## config.mk

```make
export PLATFORM = sky130hd
export DESIGN_NAME = dram_init_seq
export DESIGN_NICKNAME = d
export VERILOG_FILES = /design/src/rtl/dram_pkg.sv /design/src/rtl/dram_init_seq.sv
export SDC_FILE = /design/constraint.sdc
export NUM_CORES = 1
export LEC_CHECK = 0
export BUFFER_PORTS_ARGS = -buffer_cell sky130_fd_sc_hd__buf_2
export CAP_MARGIN = 20
export CELL_PAD_IN_SITES_DETAIL_PLACEMENT = 1
export CELL_PAD_IN_SITES_GLOBAL_PLACEMENT = 1
export CORE_MARGIN = 2
export CORE_UTILIZATION = 41
export DETAILED_ROUTE_END_ITERATION = 10
export PLACE_DENSITY_LB_ADDON = 0.1
export SYNTH_ARGS = -nofsm -noshare
export SYNTH_HDL_FRONTEND = slang
export SYNTH_SLANG_ARGS = --single-unit
```

## constraint.sdc

```tcl
create_clock -name dclk -period 3.8 [get_ports dclk]
set_clock_uncertainty 0.2 [all_clocks]
set_input_delay 0.19 -clock dclk [delete_from_list [all_inputs] [get_ports dclk]]
set_output_delay 0.19 -clock dclk [all_outputs]
set_load 0.01 [all_outputs]
```

## src/rtl/dram_pkg.sv

```systemverilog
// Shared DRAM controller definitions: init/command FSM states and command
// encodings, reused by the init sequencer and the later scheduler.
package dram_pkg;

   typedef enum logic [3:0] {
      ST_IDLE     = 4'd0,
      ST_RST_LOW  = 4'd1,
      ST_CKE_WAIT = 4'd2,
      ST_XPR_WAIT = 4'd3,
      ST_MRS2     = 4'd4,
      ST_MRS3     = 4'd5,
      ST_MRS1     = 4'd6,
      ST_MRS0     = 4'd7,
      ST_ZQCL     = 4'd8,
      ST_DONE     = 4'd9
   } state_t;

   // Command encodings as {ras_n, cas_n, we_n}
   localparam logic [2:0] CMD_NOP   = 3'b111;
   localparam logic [2:0] CMD_MRS   = 3'b000;
   localparam logic [2:0] CMD_ZQCL  = 3'b110;
   localparam logic [2:0] CMD_DESEL = 3'b111;

   localparam logic [15:0] ZQCL_ADDR = 16'h0400;

   // Fixed order of the timed phases; MRS writes go 2,3,1,0.
   function automatic state_t next_step(input state_t s);
      case (s)
         ST_RST_LOW:  return ST_CKE_WAIT;
         ST_CKE_WAIT: return ST_XPR_WAIT;
         ST_XPR_WAIT: return ST_MRS2;
         ST_MRS2:     return ST_MRS3;
         ST_MRS3:     return ST_MRS1;
         ST_MRS1:     return ST_MRS0;
         ST_MRS0:     return ST_ZQCL;
         ST_ZQCL:     return ST_DONE;
         default:     return ST_IDLE;
      endcase
   endfunction

endpackage

```

## src/rtl/dram_init_seq.sv

```systemverilog
// DDR power-up/initialisation sequencer: reset_n low, CKE wait, tXPR,
// four MRS writes (MR2,MR3,MR1,MR0), ZQCL, then DONE. All outputs are
// registered from the next-state decode, so a state's command is on the
// pins in the first cycle that state is registered.
module dram_init_seq
   import dram_pkg::*;
#(
   parameter int unsigned RST_CYC  = 20000,
   parameter int unsigned CKE_CYC  = 50000,
   parameter int unsigned TXPR_CYC = 28,
   parameter int unsigned TMRD_CYC = 4,
   parameter int unsigned TZQ_CYC  = 512,
   parameter logic [15:0] MR0      = 16'h0000,
   parameter logic [15:0] MR1      = 16'h0000,
   parameter logic [15:0] MR2      = 16'h0000,
   parameter logic [15:0] MR3      = 16'h0000
) (
   input  logic        dclk,
   input  logic        reset,
   input  logic        start,
   input  logic        idelayctl_rdy,
   output logic        reset_n,
   output logic        cke,
   output logic [1:0]  s_n,
   output logic        ras_n,
   output logic        cas_n,
   output logic        we_n,
   output logic [2:0]  ba,
   output logic [15:0] addr,
   output logic [1:0]  odt,
   output logic        busy,
   output logic        done
);

   // The two long power-up waits dominate; the short waits are folded in so
   // an unusual parameter set can never overflow the shared counter.
   localparam int unsigned MAX_A   = (RST_CYC  > CKE_CYC)  ? RST_CYC  : CKE_CYC;
   localparam int unsigned MAX_B   = (TXPR_CYC > TZQ_CYC)  ? TXPR_CYC : TZQ_CYC;
   localparam int unsigned MAX_C   = (MAX_B    > TMRD_CYC) ? MAX_B    : TMRD_CYC;
   localparam int unsigned CNT_MAX = (MAX_A    > MAX_C)    ? MAX_A    : MAX_C;
   localparam int unsigned CNT_W   = $clog2(CNT_MAX + 1);

   if (RST_CYC == 0 || CKE_CYC == 0 || TXPR_CYC == 0 ||
       TMRD_CYC == 0 || TZQ_CYC == 0) begin : g_bad_param
      $error("dram_init_seq: timing parameters must be nonzero");
   end

   state_t             state, state_nx;
   logic [CNT_W-1:0]   cnt, cnt_nx;
   logic               entering;

   logic               rn_nx, cke_nx, busy_nx, done_nx;
   logic [1:0]         sn_nx;
   logic [2:0]         cmd_nx, ba_nx;
   logic [15:0]        addr_nx;

   // Counter preload on entry: state lasts exactly N cycles (N-1 down to 0).
   function automatic logic [CNT_W-1:0] wait_len(input state_t s);
      case (s)
         ST_RST_LOW:  return CNT_W'(RST_CYC - 1);
         ST_CKE_WAIT: return CNT_W'(CKE_CYC - 1);
         ST_XPR_WAIT: return CNT_W'(TXPR_CYC - 1);
         ST_MRS2, ST_MRS3,
         ST_MRS1, ST_MRS0: return CNT_W'(TMRD_CYC - 1);
         ST_ZQCL:     return CNT_W'(TZQ_CYC - 1);
         default:     return '0;
      endcase
   endfunction

   // Next state and wait counter.
   always_comb begin
      state_nx = state;
      cnt_nx   = cnt;
      case (state)
         ST_IDLE, ST_DONE: begin
            if (start && idelayctl_rdy) state_nx = ST_RST_LOW;
         end
         default: begin
            if (cnt == '0) state_nx = next_step(state);
            else           cnt_nx   = cnt - 1'b1;
         end
      endcase
      entering = (state_nx != state);
      if (entering) cnt_nx = wait_len(state_nx);
   end

   // Output decode from the state being entered/held next cycle.
   always_comb begin
      rn_nx   = 1'b1;
      cke_nx  = 1'b1;
      sn_nx   = 2'b00;
      cmd_nx  = CMD_NOP;
      ba_nx   = 3'd0;
      addr_nx = 16'h0000;
      busy_nx = 1'b1;
      done_nx = 1'b0;
      case (state_nx)
         ST_IDLE: begin
            rn_nx   = 1'b0;
            cke_nx  = 1'b0;
            sn_nx   = 2'b11;
            cmd_nx  = CMD_DESEL;
            busy_nx = 1'b0;
         end
         ST_RST_LOW: begin
            rn_nx  = 1'b0;
            cke_nx = 1'b0;
            sn_nx  = 2'b11;
            cmd_nx = CMD_DESEL;
         end
         ST_CKE_WAIT: begin
            cke_nx = 1'b0;
            sn_nx  = 2'b11;
            cmd_nx = CMD_DESEL;
         end
         ST_MRS2: if (entering) begin cmd_nx = CMD_MRS; ba_nx = 3'd2; addr_nx = MR2; end
         ST_MRS3: if (entering) begin cmd_nx = CMD_MRS; ba_nx = 3'd3; addr_nx = MR3; end
         ST_MRS1: if (entering) begin cmd_nx = CMD_MRS; ba_nx = 3'd1; addr_nx = MR1; end
         ST_MRS0: if (entering) begin cmd_nx = CMD_MRS; ba_nx = 3'd0; addr_nx = MR0; end
         ST_ZQCL: if (entering) begin cmd_nx = CMD_ZQCL; addr_nx = ZQCL_ADDR; end
         ST_DONE: begin
            busy_nx = 1'b0;
            done_nx = 1'b1;
         end
         default: ;
      endcase
   end

   // State and counter registers.
   always_ff @(posedge dclk or posedge reset) begin
      if (reset) begin
         state <= ST_IDLE;
         cnt   <= '0;
      end else begin
         state <= state_nx;
         cnt   <= cnt_nx;
      end
   end

   // Registered pin outputs.
   always_ff @(posedge dclk or posedge reset) begin
      if (reset) begin
         reset_n <= 1'b0;
         cke     <= 1'b0;
         s_n     <= 2'b11;
         {ras_n, cas_n, we_n} <= CMD_DESEL;
         ba      <= 3'd0;
         addr    <= 16'h0000;
         odt     <= 2'b00;
         busy    <= 1'b0;
         done    <= 1'b0;
      end else begin
         reset_n <= rn_nx;
         cke     <= cke_nx;
         s_n     <= sn_nx;
         {ras_n, cas_n, we_n} <= cmd_nx;
         ba      <= ba_nx;
         addr    <= addr_nx;
         odt     <= 2'b00;
         busy    <= busy_nx;
         done    <= done_nx;
      end
   end

endmodule

```

== Yosys cells after proc, flatten, opt, wreduce, memory -nomap -nowiden ==
Memory sizes are Yosys's and may differ from the RTL's.
Cells that the tools add are included.
W data, S select, Z words.

* Register bits after elaboration: 48
* Bits in read-only memories: 288
* Output and inout port bits: 30
* Memories kept: 2

{| class="wikitable"
|+ Memory list
! memory !! words !! width !! rd ports !! clocked after Yosys merged registers in !! write ports !! RTL line !! RTL
|-
| (name not given) || 16 || 14 || 1 || 0 || 0 || dram_init_seq.sv:59 || <nowiki>case (s)</nowiki>
|-
| (name not given) || 16 || 4 || 1 || 0 || 0 || dram_pkg.sv:28 || <nowiki>case (s)</nowiki>
|}

* Add/subtract/negate cells: 1
* Equality and inequality tests: 12
* Muxes and demuxes: 20
* Reductions and logical operators: 10

{| class="wikitable"
|+ Operators by type and width
! kind !! number
|-
| $mux W16 || 3
|-
| $mux W11 || 2
|-
| $eq A4 B3 Y1 const B || 4
|-
| $logic_not A16 Y1 || 1
|-
| $sub A16 B1 Y16 const B || 1
|-
| $eq A4 B4 Y1 const B || 3
|-
| $mux W4 || 3
|-
| $logic_not A4 Y1 || 2
|-
| $mux W1 || 6
|-
| $mux W2 || 3
|-
| $pmux W2 S3 || 1
|-
| $pmux W3 S2 || 1
|-
| $reduce_or A2 Y1 || 3
|-
| $eq A4 B1 Y1 const B || 1
|-
| $eq A4 B2 Y1 const B || 1
|-
| $ne A2 B2 Y1 const B || 2
|-
| $ne A4 B4 Y1 || 1
|-
| $reduce_or A4 Y1 || 1
|-
| $mux W3 || 1
|-
| $reduce_or A3 Y1 || 1
|-
| $reduce_and A2 Y1 || 1
|-
| $logic_and A1 B1 Y1 || 1
|}

== Depth between registers and ports, before layout ==
Gate-level depths: netlist of the first run.

* Depth in word-level cells: 6
* Depth in mapped cells: 12
* Gate-level depth less buffers: 11

== Worst setup path before layout of the first run ==
Ideal clock, no wire load.

* Kind: reg-to-reg
* Start point: register state[0]
* End point: register cnt[9]
* Setup time: 0.065 ns
* Arrival time: 2.856 ns
* Required time: 3.535 ns
* Path slack: 0.679 ns
* Cell stages (with the launch flop): 13
* Period minus slack after synthesis: 3.121 ns
* Path through: dfrtp_1 -> inv_1 -> ha_1 -> mux2i_1 -> nor2_1 -> mux2_2 -> a22o_1 -> buf_2 -> or2_1 -> buf_6 -> nor3b_4 -> o21a_1 -> o22a_1

* Longest elaborated chain between the ends: 6
* Elaborated cells between the ends (all ways): 13
* Those cells by class: 4 x eq/ne; 4 x mux; 3 x reduce/logical; 2 x memory

{| class="wikitable"
|+ Ends and longest elaborated chain
! what !! RTL line !! RTL
|-
| start: declaration || dram_init_seq.sv:48 || <nowiki>state_t state, state_nx;</nowiki>
|-
| start signal: assignment || dram_init_seq.sv:135 || <nowiki>state <= state_nx;</nowiki>
|-
| $mem_v2 Z16 W4 (tied with other cells) || -- ||
|-
| $mux W4 / $reduce_or A2 Y1 (equally long branches) || dram_init_seq.sv:79, dram_init_seq.sv:74 ||
|-
| $mux W4 (*) || dram_init_seq.sv:74 || <nowiki>case (state)</nowiki>
|-
| net state_nx[3] || dram_init_seq.sv:48 ||
|-
| parallel branches: the longest is 3 deep, another holds $mem_v2 Z16 W14 || -- ||
|-
| end signal: assignment || dram_init_seq.sv:136 || <nowiki>cnt <= cnt_nx;</nowiki>
|-
| end: declaration || dram_init_seq.sv:49 || <nowiki>logic [CNT_W-1:0] cnt, cnt_nx;</nowiki>
|}

Mark *: on every way through the listed nets, which the timed path passes.
A chain may end at the register's enable or synchronous reset.

== Worst setup path in the final report of the first run ==
* Start point: register state[0]
* End point: register cnt[2]

* Longest elaborated chain between the ends: 6
* Elaborated cells between the ends (all ways): 13
* Those cells by class: 4 x eq/ne; 4 x mux; 3 x reduce/logical; 2 x memory

{| class="wikitable"
|+ Ends and longest elaborated chain
! what
|-
| parallel branches: the longest is 6 deep, another holds $mem_v2 Z16 W14
|}

Parallel ways; which one is timed is not known.

==> reports/metrics.cfg, run 1 <==
[grt]
grt_antenna_before_repair = 0
grt_pass1_wl_mm = 8.17
grt_max_degree = 31
gr-total-overflow = 0
grt.total_usage = 0.195
grt_pass1_vias = 1604

[sta]
setup_ws_ns = 0.410
hold_viol = 0
maxSlewHeadroom = 0.646
slew_viol_final = 0
tightest_slew_ns = 0.528
grt_setup_unrepaired = false
setup-tns-final_ns = 0
fmax_mhz = 295
setup_violations = 0
fin_crit_sh = 0.892
period_needed_ns = 3.39

[placed_design]
pre_cts_ws_ns = 0.321
numPortBuffers = 15
finalWeightedCongestion = 0.844
dp_hpwl_mm = 3.70

[logic_synthesis]
synth.distinct_cells = 50
ys_async_sr_fraction = 1.00
synth_edf_count = 0
ys.flop_type = dfrtp_1
synth_area_um2 = 2050
ys_seq_area_frac = 0.369
yosys_warnings = 0
avgSynthCellArea_um2 = 8.89
netlist_instances = 230
ys_ff_latch = 30

[setup_path]
crit_type = register to register
arrival_ns = 3.38
cpPeakStageDelay_ns = 0.46
worstPathMaxFanout = 8
crit_top_cell = nor3_1
crit_slowest_cell = dfrtp_1
cp_cell_sequence = inv_1 > ha_1 > mux2i_1 > nor2_2 > mux2_2 > a21oi_1 > nand3_1 > or3b_1 > inv_2 > nor3_1 > nor3_1
critPathRequiredTime_ns = 3.79
cp-start-kind = register
end_kind = register
critPathTopFamily = simple AND/OR/NAND/NOR gates
crit_buf_inv = 2

[die]
die_w_um = 74.6
ios = 34
core_um2 = 4750
die_h_um = 74.6
dieArea_um2 = 5570
initial_core_util = 0.430
std_cell_rows = 25

[power_and_ir_drop]
power.internal_uw = 752
ir_drop_uv = 435
power.density_nw_per_um2 = 567
p_sw_frac = 0.408
pwr-share-comb = 0.353
p_sw_uw = 518
power_frac_seq = 0.436
clock_power_share = 0.212
p_leak_nw = 0.955

[route]
via_per_inst = 5.18
wirelength_mm = 4.85
dr.pass1.iters = 4
drt_iter0_markers = 59
drc = 0
num_vias = 1648
final_antenna_net_count = 0
wl_per_cell_um = 15.2

[cts]
cts_max_path_buffers = 2
clk_latency_ns = 0.28
clk_pin_slew_ns = 0.07
clock-sinks = 30
cts-buffers-inserted = 5
ctsHtreeMaxLevel = 2
cts_tree = built
root_buffer = clkbuf_8

[cells_and_area]
nFillCells = 582
final-seq-area_um2 = 754
final_common_cell = dfrtp_1
layout-drive-gt1-share = 0.175
n_antenna_cell = 0
nets = 262
final_cell_mix = dfrtp_1, nor2_1, a21oi_1, conb_1, nand2_1
areaGrowthSynthToFinish_pct = 9.48
multi_input_area_um2 = 1130

[worst_hold_path]
min_path_type = primary input to async pin

[outcome]
status = finished clean

[job]
cap_violations = 0

[synth_stat cells, types with 2 or more instances]
cell       n  share of area
o21ai_0    4         0.0098
o21ai_1    8          0.020
inv_2      4         0.0073
nor3b_1    3          0.011
o21a_1     2         0.0073
a211oi_1   2         0.0073
a41oi_1    2         0.0086
nor3_1     5          0.012
clkbuf_1   4         0.0073
nand2b_1   9          0.028
xor2_1     2         0.0086
ha_1       8          0.049
nor2_1    27          0.050
nor2b_1    2         0.0061
buf_4     20          0.073
dfrtp_1   27           0.33
or2_1      2         0.0061
o22ai_1    3         0.0092
nand2_1   17          0.031
o22a_1     3          0.013
inv_1      7          0.013
or3_1      2         0.0061
nor4_1     4          0.012
xnor2_1    7          0.030
nand3b_1   2         0.0073
a31oi_1    5          0.015
nor4_4     3          0.031
dfstp_2    3          0.039
a21oi_1   19          0.046
nand3_1    4         0.0098
[final timing paths]
kind / start / end / slack [ns] / depth (start not counted)
max: state[0] / cnt[2] / 0.41 / 11
min reg2reg: cnt[9] / cnt[9] / 0.39 / 1
max reg2reg: state[0] / cnt[2] / 0.41 / 11
max in group asynchronous: reset / we_n / 2.75 / 4
min: reset / cke / 0.33 / 4
min in group dclk: idelayctl_rdy / done / 0.37 / 6
[state kept, by name, summed over array words and instances (netlist names)]
| name | cells |
|---|---|
| cas_n | 1 |
| done | 1 |
| cnt | 16 |
| state | 4 |
| we_n | 1 |
| reset_n | 1 |
| addr | 1 |
| s_n | 1 |
| cke | 1 |
| ba | 2 |
| busy | 1 |
[repair_timing]
action,4_1_cts,5_1_grt
setup endpoints to repair,0,2
hold endpoints to repair,27,0
gates resized for setup,0,1
setup buffers,0,0
hold buffers,1,0
[cell type report]
cell class,count,area share
multi-input combinational,180,0.507
sequential,30,0.337
timing repair buffer,22,0.0581
tap,67,0.0374
clock buffer,6,0.0369
inverter,11,0.0184
clock inverter,2,0.00559
[power groups by stage]
stage          clock (mW)  combinational (mW)  sequential, mW
3_5_place_dp            0               0.446           0.554
2_1_floorplan           0               0.376           0.524
5_1_grt             0.290               0.507           0.572
3_3_place_gp            0               0.441           0.552
6_report            0.269               0.448           0.553
4_1_cts             0.276               0.449           0.551
[kinds of logic after synthesis]
group	Yosys count	share of synthesized area
and+or+nand+nor	88	0.253
AOI/OAI and AO/OA	55	0.169
buffers and inverters	37	0.109
DFF	30	0.369
xor gates and xnor gates	9	0.0385
adders and majority gates	8	0.0489
muxes	2	0.0104
other	1	0.00183
[worst reg2reg max path, stage by stage, from the launching register on]
cell and delay, ns:
dfrtp_1 0.46, inv_1 0.25, ha_1 0.28, mux2i_1 0.13, nor2_2 0.23, mux2_2 0.43, a21oi_1 0.34, nand3_1 0.13
or3b_1 0.45, inv_2 0.16, nor3_1 0.06, nor3_1 0.20
[routing by layer]
metal,track usage,routed length [um]
met1,0.278,2340
met2,0.309,2300
met3,0.0361,164
met4,0.0476,42
met5,0,0
[through the flow]
stage / cells / total power [mW] / hold WS (ns) / utilization / area [um^2]
2_1_floorplan: 247 / 0.900 / 0.0786 / - / 2110
3_3_place_gp: 309 / 0.993 / 0.0815 / 0.448 / 2130
3_5_place_dp: 309 / 1.00 / 0.0886 / 0.448 / 2130
4_1_cts: 318 / 1.28 / 0.335 / 0.471 / 2240
5_1_grt: 318 / 1.37 / 0.372 / 0.471 / 2240
6_report: 318 / 1.27 / 0.332 / 0.471 / 2240
Power figures use the tool's default switching activity.
==> run 2, diff against run 1 <==
--- a/config.mk
+++ b/config.mk
@@ -10,8 +10,9 @@
 export CELL_PAD_IN_SITES_DETAIL_PLACEMENT = 1
 export CELL_PAD_IN_SITES_GLOBAL_PLACEMENT = 1
 export CORE_MARGIN = 2
-export CORE_UTILIZATION = 41
+export CORE_UTILIZATION = 35
 export DETAILED_ROUTE_END_ITERATION = 10
+export GPL_ROUTABILITY_DRIVEN = 0
 export PLACE_DENSITY_LB_ADDON = 0.1
 export SYNTH_ARGS = -nofsm -noshare
 export SYNTH_HDL_FRONTEND = slang
==> reports/metrics.cfg, run 2 (synthesized netlist as in run 1, its figures left out) <==
[grt]
grt.total_usage = 0.171  ; -0.0247
grt_pass1_vias = 1643  ; +2.4%
grt_antenna_before_repair = 0  ; unchanged
gr-total-overflow = 0  ; unchanged
grt_max_degree = 31  ; unchanged
grt_pass1_wl_mm = 8.32  ; +1.9%

[power_and_ir_drop]
pwr-share-comb = 0.343  ; -0.010
p_sw_frac = 0.394  ; -0.0142
power_frac_seq = 0.423  ; -0.013
ir_drop_uv = 281  ; -35%
power.density_nw_per_um2 = 577  ; +1.7%
power.internal_uw = 789  ; +5.0%
p_sw_uw = 513  ; -1.0%
p_leak_nw = 0.966  ; +1.1%
clock_power_share = 0.233  ; +0.021

[route]
drt_iter0_markers = 60  ; +1.7%
final_antenna_net_count = 0  ; unchanged
dr.pass1.iters = 4  ; unchanged
via_per_inst = 5.12  ; -1.1%
drc = 0  ; unchanged
num_vias = 1655  ; +0.42%
wirelength_mm = 4.98  ; +2.8%
wl_per_cell_um = 15.4  ; +1.2%

[placed_design]
numPortBuffers = 15  ; unchanged
pre_cts_ws_ns = 0.322  ; +0.00149 ns
dp_cells = 314  ; +1.6%
dp_hpwl_mm = 3.73  ; +0.85%

[sta]
grt_setup_unrepaired = false
setup_ws_ns = 0.271  ; -0.139 ns
fin_crit_sh = 0.929  ; +0.0367
setup_violations = 0  ; unchanged
period_needed_ns = 3.53  ; +0.139 ns
tightest_slew_ns = 0.524  ; -0.00423 ns
hold_viol = 0  ; unchanged
maxSlewHeadroom = 0.648  ; +0.00284
fmax_mhz = 283  ; -3.9%
setup-tns-final_ns = 0  ; unchanged
slew_viol_final = 0  ; unchanged

[die]
die_w_um = 80.5  ; +7.8%
die_h_um = 80.5  ; +7.8%
initial_core_util = 0.367  ; -0.0633
ios = 34  ; unchanged
std_cell_rows = 27  ; +8.0%
dieArea_um2 = 6470  ; +16%
core_um2 = 5570  ; +17%

[cells_and_area]
layout-drive-gt1-share = 0.171  ; -0.00398
largest_reg_flops = 16  ; unchanged
reg.largest.list = cnt x16, state x4, ba x2
nets = 262  ; unchanged
largest_register = cnt
fin_cells = 323  ; +1.6%
final_cell_mix = nor2_1, dfrtp_1, a21oi_1, conb_1, nand2_1
nFillCells = 685  ; +18%
areaGrowthSynthToFinish_pct = 10.4
n_antenna_cell = 0  ; unchanged

[cts]
cts_hold_buf = 1  ; unchanged
cts_resized = 0  ; unchanged
cts_tree = built
clock-sinks = 30  ; unchanged
ctsHtreeMaxLevel = 2  ; unchanged
cts-buffers-inserted = 5  ; unchanged
root_buffer = clkbuf_8
cts_setup_buffers = 0  ; unchanged
clk_latency_ns = 0.29  ; about the same
cts_max_path_buffers = 2  ; unchanged
clk_pin_slew_ns = 0.07  ; about the same

[job]
cap_violations = 0  ; unchanged

[setup_path]
end_kind = register
arrival_ns = 3.53  ; +0.15 ns
critPathRequiredTime_ns = 3.80  ; about the same
cp-start-kind = register
crit_type = register to register
worstPathMaxFanout = 8  ; unchanged
rrSetupSlack_ns = 0.27  ; -0.14 ns

[outcome]
status = finished clean

[worst_hold_path]
min_path_type = primary input to async pin

==> run 2: per-layer routing <==
layer / global-route usage / share of wire
met1: 0.235 / 0.48
met2: 0.266 / 0.46
met3: 0.0348 / 0.048
met4: 0.0559 / 0.012
met5: 0 / 0
==> run 2: cell type report <==
cell class              instances  area [um^2]  share of cell area
multi-input cells             180         1130               0.501
inverters                      11         41.3              0.0183
flip-flops and latches         30          754               0.334
repair buffers                 22          130              0.0576
well taps                      72         90.1              0.0399
clock buffers                   8          110              0.0488
==> run 2: path summary, 6_finish.rpt <==
kind,startpoint,endpoint,depth (start not counted)
worst min register to register,cnt[15],cnt[15],2
worst max register to register,state[0],cnt[2],10
min in group dclk,idelayctl_rdy,state[0],5
worst min-delay path,reset,cnt[13],4
worst max-delay path,state[0],cnt[2],10
max in group asynchronous,reset,we_n,4
==> run 2: stage by stage <==
| step | hold WS (ns) | util | total power [mW] | cell area [um^2] |
|---|---|---|---|---|
| after floorplan | 0.0786 | - | 0.900 | 2110 |
| after global placement | 0.0934 | 0.384 | 1.01 | 2140 |
| after detailed placement | 0.0999 | 0.384 | 1.00 | 2140 |
| after CTS | 0.336 | 0.405 | 1.32 | 2260 |
| after global routing | 0.387 | 0.405 | 1.40 | 2260 |
| final | 0.325 | 0.405 | 1.30 | 2260 |
==> run 2: power by group through the flow <==
stage	Sequential [mW]	Clock [mW]	Combinational (mW)
after floorplan	0.524	0	0.376
after global placement	0.558	0	0.448
after detailed placement	0.554	0	0.449
after CTS	0.552	0.314	0.451
after global routing	0.567	0.326	0.511
final	0.551	0.304	0.447
==> run 2: worst max-delay path, cell delays in order (launching register included) <==
cell     delay [ns]
dfrtp_1        0.47
inv_1          0.24
ha_1           0.29
mux2i_1        0.12
nor2_1         0.33
mux2_2         0.45
a22o_1         0.36
or2_1          0.37
nor3b_4        0.33
nor3_1         0.09
nor3_1         0.19
==> run 3, diff against run 2 <==
--- a/config.mk
+++ b/config.mk
@@ -10,10 +10,10 @@
 export CELL_PAD_IN_SITES_DETAIL_PLACEMENT = 1
 export CELL_PAD_IN_SITES_GLOBAL_PLACEMENT = 1
 export CORE_MARGIN = 2
-export CORE_UTILIZATION = 35
+export CORE_UTILIZATION = 42
 export DETAILED_ROUTE_END_ITERATION = 10
 export GPL_ROUTABILITY_DRIVEN = 0
-export PLACE_DENSITY_LB_ADDON = 0.1
+export PLACE_DENSITY = 0.8
 export SYNTH_ARGS = -nofsm -noshare
 export SYNTH_HDL_FRONTEND = slang
 export SYNTH_SLANG_ARGS = --single-unit
==> reports/metrics.cfg, run 3 (synthesized netlist as in run 1, its figures left out) <==
[setup_path]
worstPathMaxFanout = 8  ; unchanged
arrival_ns = 3.49  ; -0.04 ns
critPathRequiredTime_ns = 3.82  ; +0.02 ns
timing.rr.start = state[0]
reg2regPathDepth = 11  ; +1
rrSetupSlack_ns = 0.33  ; +0.06 ns
cp-start-kind = register
crit_type = register to register
end_kind = register
r2r-end = cnt[7]

[grt]
grt_pass1_vias = 1621  ; -1.3%
gr-total-overflow = 0  ; unchanged
grt_pass1_wl_mm = 8.11  ; -2.6%
grt_max_degree = 31  ; unchanged
grt.total_usage = 0.196  ; +0.0251
grt_antenna_before_repair = 0  ; unchanged

[power_and_ir_drop]
power_frac_seq = 0.420  ; -0.003
p_sw_frac = 0.392  ; -0.00156
p_sw_uw = 517  ; +0.70%
power.density_nw_per_um2 = 585  ; +1.4%
pwr-share-comb = 0.343  ; about the same
ir_drop_uv = 226  ; -20%
p_leak_nw = 0.966  ; about the same
clock_power_share = 0.238  ; +0.005
power.internal_uw = 800  ; +1.4%

[cts]
cts_resized = 0  ; unchanged
cts_hold_buf = 1  ; unchanged
cts_setup_buffers = 0  ; unchanged
clock-sinks = 30  ; unchanged
cts-buffers-inserted = 5  ; unchanged
cts_tree = built
clk_latency_ns = 0.28  ; about the same
root_buffer = clkbuf_8
clk_pin_slew_ns = 0.07  ; about the same
cts_max_path_buffers = 2  ; unchanged
ctsHtreeMaxLevel = 2  ; unchanged

[job]
cap_violations = 0  ; unchanged

[sta]
fmax_mhz = 288  ; +1.8%
setup-tns-final_ns = 0  ; unchanged
hold_viol = 0  ; unchanged
grt_setup_unrepaired = false
tightest_slew_ns = 0.548  ; +0.0240 ns
setup_violations = 0  ; unchanged
period_needed_ns = 3.47  ; -0.0610 ns
fin_crit_sh = 0.913  ; -0.0161
slew_viol_final = 0  ; unchanged
maxSlewHeadroom = 0.632  ; -0.0161
setup_ws_ns = 0.332  ; +0.0610 ns

[die]
dieArea_um2 = 5440  ; -16%
ios = 34  ; unchanged
die_h_um = 73.8  ; -8.3%
core_um2 = 4720  ; -15%
std_cell_rows = 25  ; -7.4%
initial_core_util = 0.433  ; +0.0661
die_w_um = 73.8  ; -8.3%

[route]
drt_iter0_markers = 209  ; +250%
final_antenna_net_count = 0  ; unchanged
via_per_inst = 5.21  ; +1.6%
drc = 0  ; unchanged
dr.pass1.iters = 4  ; unchanged
wirelength_mm = 4.95  ; -0.60%
num_vias = 1656  ; +0.060%
wl_per_cell_um = 15.6  ; +0.96%

[cells_and_area]
nets = 262  ; unchanged
final_cell_mix = nor2_1, dfrtp_1, a21oi_1, conb_1, nand2_1
areaGrowthSynthToFinish_pct = 10.0
nFillCells = 577  ; -16%
largest_reg_flops = 16  ; unchanged
layout-drive-gt1-share = 0.171  ; unchanged
reg.largest.list = cnt x16, state x4, ba x2
n_antenna_cell = 0  ; unchanged
largest_register = cnt

[placed_design]
numPortBuffers = 15  ; unchanged
pre_cts_ws_ns = 0.384  ; +0.0625 ns
dp_hpwl_mm = 3.74  ; +0.12%

[outcome]
status = finished clean

[worst_hold_path]
min_path_type = primary input to async pin

==> run 3: layer usage <==
metal	global-route usage	part of all wire
met5	0	0
met4	0.0242	0
met3	0.0453	0.050
met2	0.323	0.48
met1	0.268	0.46
==> run 3: metrics by stage <==
step                power, mW   util  area [um^2]  std cells  hold slack [ns]
finish                   1.32  0.477         2250        318            0.362
global route             1.41  0.477         2250        318            0.402
CTS                      1.32  0.477         2250        318            0.362
detailed placement       1.00  0.451         2130        309            0.109
global placement        0.987  0.451         2130        309           0.0775
floorplan               0.900      -         2110        247           0.0786
==> run 3: how the worst max path moves through the flow <==
stage	cells past startpoint	to	start	slack, ns
finish	11	cnt[7]	state[0]	0.33
detailed placement	10	cnt[2]	state[0]	0.38
global placement	10	cnt[2]	state[0]	0.53
CTS	10	cnt[2]	state[0]	0.37
floorplan	12	cnt[9]	state[0]	0.68
global route	11	cnt[2]	state[0]	0.02
==> run 3: final cells by class <==
type | instances | area (um^2) | area share
tap | 67 | 83.8 | 0.0372
timing repair buffer | 22 | 130 | 0.0578
inverter | 11 | 41.3 | 0.0183
clock buffer | 5 | 68.8 | 0.0306
sequential | 30 | 754 | 0.335
clock inverter | 3 | 40.0 | 0.0178
multi-input combinational | 180 | 1130 | 0.503
==> run 3: power by group through the flow <==
stage / logic (mW) / clock network, mW / registers (mW)
floorplan: 0.376 / 0 / 0.524
global placement: 0.438 / 0 / 0.550
detailed placement: 0.448 / 0 / 0.555
CTS: 0.454 / 0.318 / 0.551
global route: 0.512 / 0.333 / 0.567
finish: 0.451 / 0.313 / 0.553
==> run 3: worst max-delay path, cell delays in order, from the launching register on <==
cell,delay [ns]
dfrtp_1,0.47
inv_1,0.25
ha_1,0.28
mux2i_1,0.12
nor2_1,0.33
mux2_2,0.44
a21oi_1,0.34
nand3_1,0.13
or3b_1,0.43
inv_2,0.14
o21a_1,0.15
o22a_1,0.12
